===== config.mk =====
export PLATFORM = sky130hd
export DESIGN_NAME = trig_pulse_gen
export DESIGN_NICKNAME = d
export VERILOG_FILES = /design/src/rtl/trig_pulse_gen.sv
export SDC_FILE = /design/constraint.sdc
export NUM_CORES = 1
export LEC_CHECK = 0
export ABC_CLOCK_PERIOD_IN_PS = 8500
export BUFFER_PORTS_ARGS = -buffer_cell sky130_fd_sc_hd__buf_2
export CORE_MARGIN = 2
export CORE_UTILIZATION = 42
export DETAILED_ROUTE_END_ITERATION = 12
export SLEW_MARGIN = 10
export SYNTH_ARGS = -nofsm -noshare
export SYNTH_HDL_FRONTEND = slang
export SYNTH_SLANG_ARGS = --single-unit
export TNS_END_PERCENT = 1

===== constraint.sdc =====
create_clock -name CLK -period 8.5 [get_ports CLK]
set_input_delay 0.425 -clock CLK [delete_from_list [all_inputs] [get_ports CLK]]
set_output_delay 0.425 -clock CLK [all_outputs]
set_load 0.03 [all_outputs]

===== src/rtl/trig_pulse_gen.sv =====
// Multi-channel one-shot / periodic / steady pulse generator
// with a single power-on trigger that pulses low once after reset.
module trig_pulse_gen #(
  parameter int CHANNELS = 4,
  parameter int PRESCALE = 400,
  parameter int CNT_W    = 16,
  parameter int POR_DLY  = 40000,
  parameter int POR_LEN  = 4
) (
  input  logic                      CLK,
  input  logic                      RstBtn,
  input  logic [CHANNELS-1:0]       Start,
  input  logic [CHANNELS-1:0]       Stop,
  input  logic [2*CHANNELS-1:0]     Mode,
  input  logic [CNT_W*CHANNELS-1:0] HighLen,
  input  logic [CNT_W*CHANNELS-1:0] Period,
  output logic [CHANNELS-1:0]       Out,
  output logic [CHANNELS-1:0]       Busy,
  output logic [CHANNELS-1:0]       Done,
  output logic                      PorTrig
);

  localparam int PW = (PRESCALE > 1) ? $clog2(PRESCALE) : 1;
  localparam logic [PW-1:0] PS_LAST = PW'(PRESCALE - 1);

  localparam int POR_CYC = POR_DLY * PRESCALE;
  localparam int POR_MAX = (POR_CYC > POR_LEN) ? POR_CYC : POR_LEN;
  localparam int PCW = (POR_MAX > 1) ? $clog2(POR_MAX) : 1;
  localparam logic [PCW-1:0] WAIT_LAST =
    PCW'((POR_CYC > 0) ? POR_CYC - 1 : 0);
  localparam logic [PCW-1:0] PULSE_LAST = PCW'(POR_LEN - 1);

  localparam logic [1:0] POR_WAIT  = 2'd0;
  localparam logic [1:0] POR_PULSE = 2'd1;
  localparam logic [1:0] POR_DONE  = 2'd2;

  localparam logic [1:0] S_IDLE = 2'd0;
  localparam logic [1:0] S_HIGH = 2'd1;
  localparam logic [1:0] S_LOW  = 2'd2;

  localparam logic [1:0] M_OFF    = 2'd0;
  localparam logic [1:0] M_ONE    = 2'd1;
  localparam logic [1:0] M_PER    = 2'd2;
  localparam logic [1:0] M_STEADY = 2'd3;

  logic [1:0]     por_st;
  logic [PCW-1:0] por_cnt;

  always_ff @(posedge CLK) begin
    if (RstBtn) begin
      por_st  <= POR_WAIT;
      por_cnt <= '0;
      PorTrig <= 1'b1;
    end else begin
      case (por_st)
        POR_WAIT: begin
          if (por_cnt == WAIT_LAST) begin
            por_st  <= POR_PULSE;
            por_cnt <= '0;
            PorTrig <= 1'b0;
          end else begin
            por_cnt <= por_cnt + PCW'(1);
          end
        end
        POR_PULSE: begin
          if (por_cnt == PULSE_LAST) begin
            por_st  <= POR_DONE;
            por_cnt <= '0;
            PorTrig <= 1'b1;
          end else begin
            por_cnt <= por_cnt + PCW'(1);
          end
        end
        POR_DONE: PorTrig <= 1'b1;
        default: begin
          por_st  <= POR_WAIT;
          por_cnt <= '0;
          PorTrig <= 1'b1;
        end
      endcase
    end
  end

  for (genvar i = 0; i < CHANNELS; i++) begin : g_ch
    logic [1:0]       st;
    logic [1:0]       md;
    logic [CNT_W-1:0] hl;
    logic [CNT_W-1:0] per;
    logic [CNT_W-1:0] uc;
    logic [PW-1:0]    pc;
    logic             out_q;
    logic             busy_q;
    logic             done_q;
    logic [1:0]       mode_in;
    logic [CNT_W-1:0] hl_in;
    logic [CNT_W-1:0] per_in;
    logic             ps_wrap;
    logic             hi_last;
    logic             lo_last;
    logic             hold_high;

    assign mode_in = Mode[2*i +: 2];
    assign hl_in   = HighLen[CNT_W*i +: CNT_W];
    assign per_in  = Period[CNT_W*i +: CNT_W];

    // Terminal compares: phase ends on the last prescale tick of its last unit
    assign ps_wrap   = (pc == PS_LAST);
    assign hi_last   = ps_wrap && (uc == hl - CNT_W'(1));
    assign lo_last   = ps_wrap && (uc == per - hl - CNT_W'(1));
    assign hold_high = (md == M_STEADY) ||
                       ((md == M_PER) && (hl == '0));

    always_ff @(posedge CLK) begin
      if (RstBtn) begin
        st     <= S_IDLE;
        md     <= M_OFF;
        hl     <= '0;
        per    <= '0;
        uc     <= '0;
        pc     <= '0;
        out_q  <= 1'b0;
        busy_q <= 1'b0;
        done_q <= 1'b0;
      end else begin
        done_q <= 1'b0;
        if (Stop[i]) begin
          st     <= S_IDLE;
          out_q  <= 1'b0;
          busy_q <= 1'b0;
          uc     <= '0;
          pc     <= '0;
        end else if (Start[i] && !busy_q && mode_in != M_OFF) begin
          st     <= S_HIGH;
          md     <= mode_in;
          hl     <= hl_in;
          per    <= per_in;
          busy_q <= 1'b1;
          out_q  <= (mode_in == M_STEADY) || (hl_in != '0);
          uc     <= '0;
          pc     <= '0;
        end else if (Start[i] && busy_q && md == M_ONE) begin
          st    <= S_HIGH;
          out_q <= (hl != '0);
          uc    <= '0;
          pc    <= '0;
        end else begin
          case (st)
            S_IDLE: ;
            S_HIGH: begin
              if (hold_high) begin
                uc <= '0;
                pc <= '0;
              end else if (hl == '0 || hi_last) begin
                uc <= '0;
                pc <= '0;
                if (md == M_ONE) begin
                  st     <= S_IDLE;
                  out_q  <= 1'b0;
                  busy_q <= 1'b0;
                  done_q <= 1'b1;
                end else if (per > hl) begin
                  st    <= S_LOW;
                  out_q <= 1'b0;
                end
              end else if (ps_wrap) begin
                pc <= '0;
                uc <= uc + CNT_W'(1);
              end else begin
                pc <= pc + PW'(1);
              end
            end
            S_LOW: begin
              if (lo_last) begin
                st    <= S_HIGH;
                out_q <= 1'b1;
                uc    <= '0;
                pc    <= '0;
              end else if (ps_wrap) begin
                pc <= '0;
                uc <= uc + CNT_W'(1);
              end else begin
                pc <= pc + PW'(1);
              end
            end
            default: begin
              st     <= S_IDLE;
              out_q  <= 1'b0;
              busy_q <= 1'b0;
            end
          endcase
        end
      end
    end

    assign Out[i]  = out_q;
    assign Busy[i] = busy_q;
    assign Done[i] = done_q;
  end

endmodule


==> out/metrics.yaml <==
timing:
  fmax_mhz: 227
  period_needed_ns: 4.40
  rsz0062_at_grt: "no"
  maxSlewHeadroom_pct: 24.3
  slew_violations: 0
  worstMarginPinSlew_ns: 1.14
  fin_crit_sh_pct: 51.8
  setup_viol: 0
  skew_ns: 0.0179
  hold_viol_final: 0
  fin_setup_tns_ns: 0
cells_and_area:
  area_growth_pct: 10.9
  finalCoreUtilization_pct: 47.2
  layout-drive-gt1-share_pct: 10.2
  layout.cells.non_filler: 3334
  antenna_cells: 0
  nNetsFinal: 2948
  postLayoutCellArea_mm2: 0.0220
worst_setup_path:
  path_cells: "inv_1 > ha_1 > and3_1 > a221o_1 > a2111oi_0 > nor3_1 > a311oi_1 > a31oi_1 > nor3_4 > o21ai_0 > a21o_1"
  cp_num_buf_inv: 1
  cp_max_fo: 23
  max_stage_delay_ns: 0.77
  worstPathRequired_ns: 8.94
  critPathKind: "reg -> reg"
  crit_family: "compound AO/OA/AOI/OAI gates"
  arrival_ns: 4.84
  critPathLaunchType: "flop"
  end_kind: "flop"
  worst_path_max_delay_cell: "a2111oi_0"
die:
  die_area_mm2: 0.0489
  num_rows: 79
  core_area_mm2: 0.0466
  boundaryPins: 159
  initial_core_util_pct: 42.5
  die_h_um: 221
  die_width_um: 221
power:
  p_seq_share_pct: 37.6
  p_total_uw: 3720
  p_clk_share_pct: 41.3
  combPwrFrac_pct: 21.0
  netSwitchingPower_uw: 1140
  leakagePower_uw: 0.00842
  p_int_uw: 2580
  sw_frac_of_total_pct: 30.6
  p_per_area_mw_per_mm2: 169
  ir_worst_vdd_mv: 0.145
clock_network:
  cts_tree: "built"
  cts_buffer_depth: 3
  cts.sinks: 283
  cts_hold_buffers: 0
  cts_setup_buffers: 0
  path_clk_slew_ns: 0.06
  cts_buffers: 35
  post_cts_resized: 0
  h-tree-depth: 2
  clock_latency_ns: 0.55
  root_buffer: "clkbuf_16"
detailed_routing:
  route.detailed.drc: 0
  num_vias: 19300
  first_pass_iters: 5
  wl_per_cell_um: 17.7
  wl_um: 58900
  ant_nets: 0
  drtIter0Drc: 1228
  viasPerCell: 5.79
yosys:
  synth_edf_count: 0
  synth_area_leader_cell: "dfxtp_1"
  synthTopCellsByArea: "dfxtp_1 (29%), nand2_1 (8.2%), a21oi_1 (6.4%), ha_1 (6.1%), xnor2_1 (5.2%)"
  synthArstFlopShare_pct: 0
  ys.flop_type: "dfxtp_1"
  synth.most_common_cell: "nand2_1"
  postSynthAreaPerCell_um2: 7.48
  ys_types: 96
  synth_area_mm2: 0.0198
  synth-seq-cells: 283
  netlist_top_cells_count: "nand2_1 (431), dfxtp_1 (283), a21oi_1 (252)"
  syn_inst: 2649
  ys_warn_count: 0
  synth.yosys.seq_area_share_pct: 28.6
  yosysTopAreaCellShare_pct: 28.6
  synth.net_count: 2896
outcome:
  status: "complete, no violations"
global_routing:
  grt_pass1_vias: 18500
  grt_overflow: 0
  grt_util_all_layers_pct: 23.5
  antenna_found_initial: 2
  grt_pass1_wl_um: 95800
  grt_max_degree: 68
hold_path:
  min_path_type: "in -> reg"
placed_design:
  dpl.cell_count: 3271
  dp_hpwl_um: 45000
  gp_congestion: 0.942
  dpl_cell_area_mm2: 0.0208
  port_buffers: 158
job:
  maxCapViolations: 0
==> area by class of cell <==
class | instances | area [um2]
Clock buffer | 47 | 1020
Timing Repair Buffer | 168 | 872
Fill cell | 4698 | 24600
Sequential cell | 283 | 5670
Tap cell | 607 | 759
Multi-Input combinational cell | 2090 | 13000
Clock inverter | 16 | 150
Inverter | 123 | 462
==> sequential cells by signal, indices dropped and copies added (netlist names) <==
signal,cells
g_ch.busy_q,4
g_ch.out_q,4
g_ch.done_q,4
g_ch.md,8
PorTrig,1
por_st,2
por_cnt,24
g_ch.st,8
g_ch.per,64
g_ch.pc,36
g_ch.hl,64
g_ch.uc,64
==> logic make-up (layout without fill, tap and decap cells) <==
logic type | after synthesis | in the layout | share of synthesized area, %
xor+xnor | 206 | 206 | 9.18
simple gates | 1093 | 1093 | 27.1
fa+ha+maj | 101 | 101 | 6.53
mux | 20 | 20 | 1.02
compound gates | 670 | 670 | 21.8
buf+inv | 276 | 354 | 5.72
flops | 283 | 283 | 28.6
==> layout by cell type (no fill, tap or decap), types with 27 or more instances in the layout <==
cell,instances
o21ai_0,108
ha_1,97
buf_2,157
a31oi_1,30
a211oi_1,27
o21a_1,33
dfxtp_1,283
inv_1,123
xor2_1,87
clkbuf_16,37
nor4_1,45
nor3_1,74
nand3_1,93
nand4_1,57
nor2_1,158
and3_1,55
nand2_1,431
a21o_1,36
a21oi_1,252
xnor2_1,118
==> layer usage <==
| layer | GRT usage, % | vias up | share of wire (%) |
|---|---|---|---|
| met5 | 0 | - | 0.034 |
| met4 | 8.47 | 4 | 3.2 |
| met3 | 3.59 | 108 | 5.2 |
| met2 | 38.5 | 453 | 45 |
| met1 | 31.4 | 9150 | 46 |
| li1 | - | 9578 | - |
==> power groups by stage <==
stage / clock network (uW) / logic (uW) / registers, uW
finish: 1540 / 781 / 1400
global route: 1620 / 864 / 1400
CTS: 1580 / 772 / 1400
detailed placement: 0 / 767 / 1430
global placement: 0 / 760 / 1430
floorplan: 0 / 575 / 1410
==> metrics by stage <==
step	hold slack [ns]	worst slack, ns
2_1_floorplan	0.435	4.92
3_3_place_gp	0.451	4.08
3_5_place_dp	0.450	3.96
4_1_cts	0.0766	3.93
5_1_grt	0.112	3.85
6_report	0.109	4.10
==> worst min-delay path: stages <==
cell     delay (ns)
buf_2          0.09
nand2_1        0.05
a21oi_1        0.05
==> final timing paths <==
| kind | start | end | slack, ns | cells after the start |
|---|---|---|---|---|
| max reg2reg | g_ch[3].hl[2] | g_ch[3].uc[6] | 4.10 | 11 |
| min | Period[55] | g_ch[3].per[7] | 0.11 | 3 |
| min reg2reg | g_ch[3].out_q | g_ch[3].out_q | 0.45 | 2 |
| max | g_ch[3].hl[2] | g_ch[3].uc[6] | 4.10 | 11 |
Note: power is estimated with default switching activity, not from simulation.
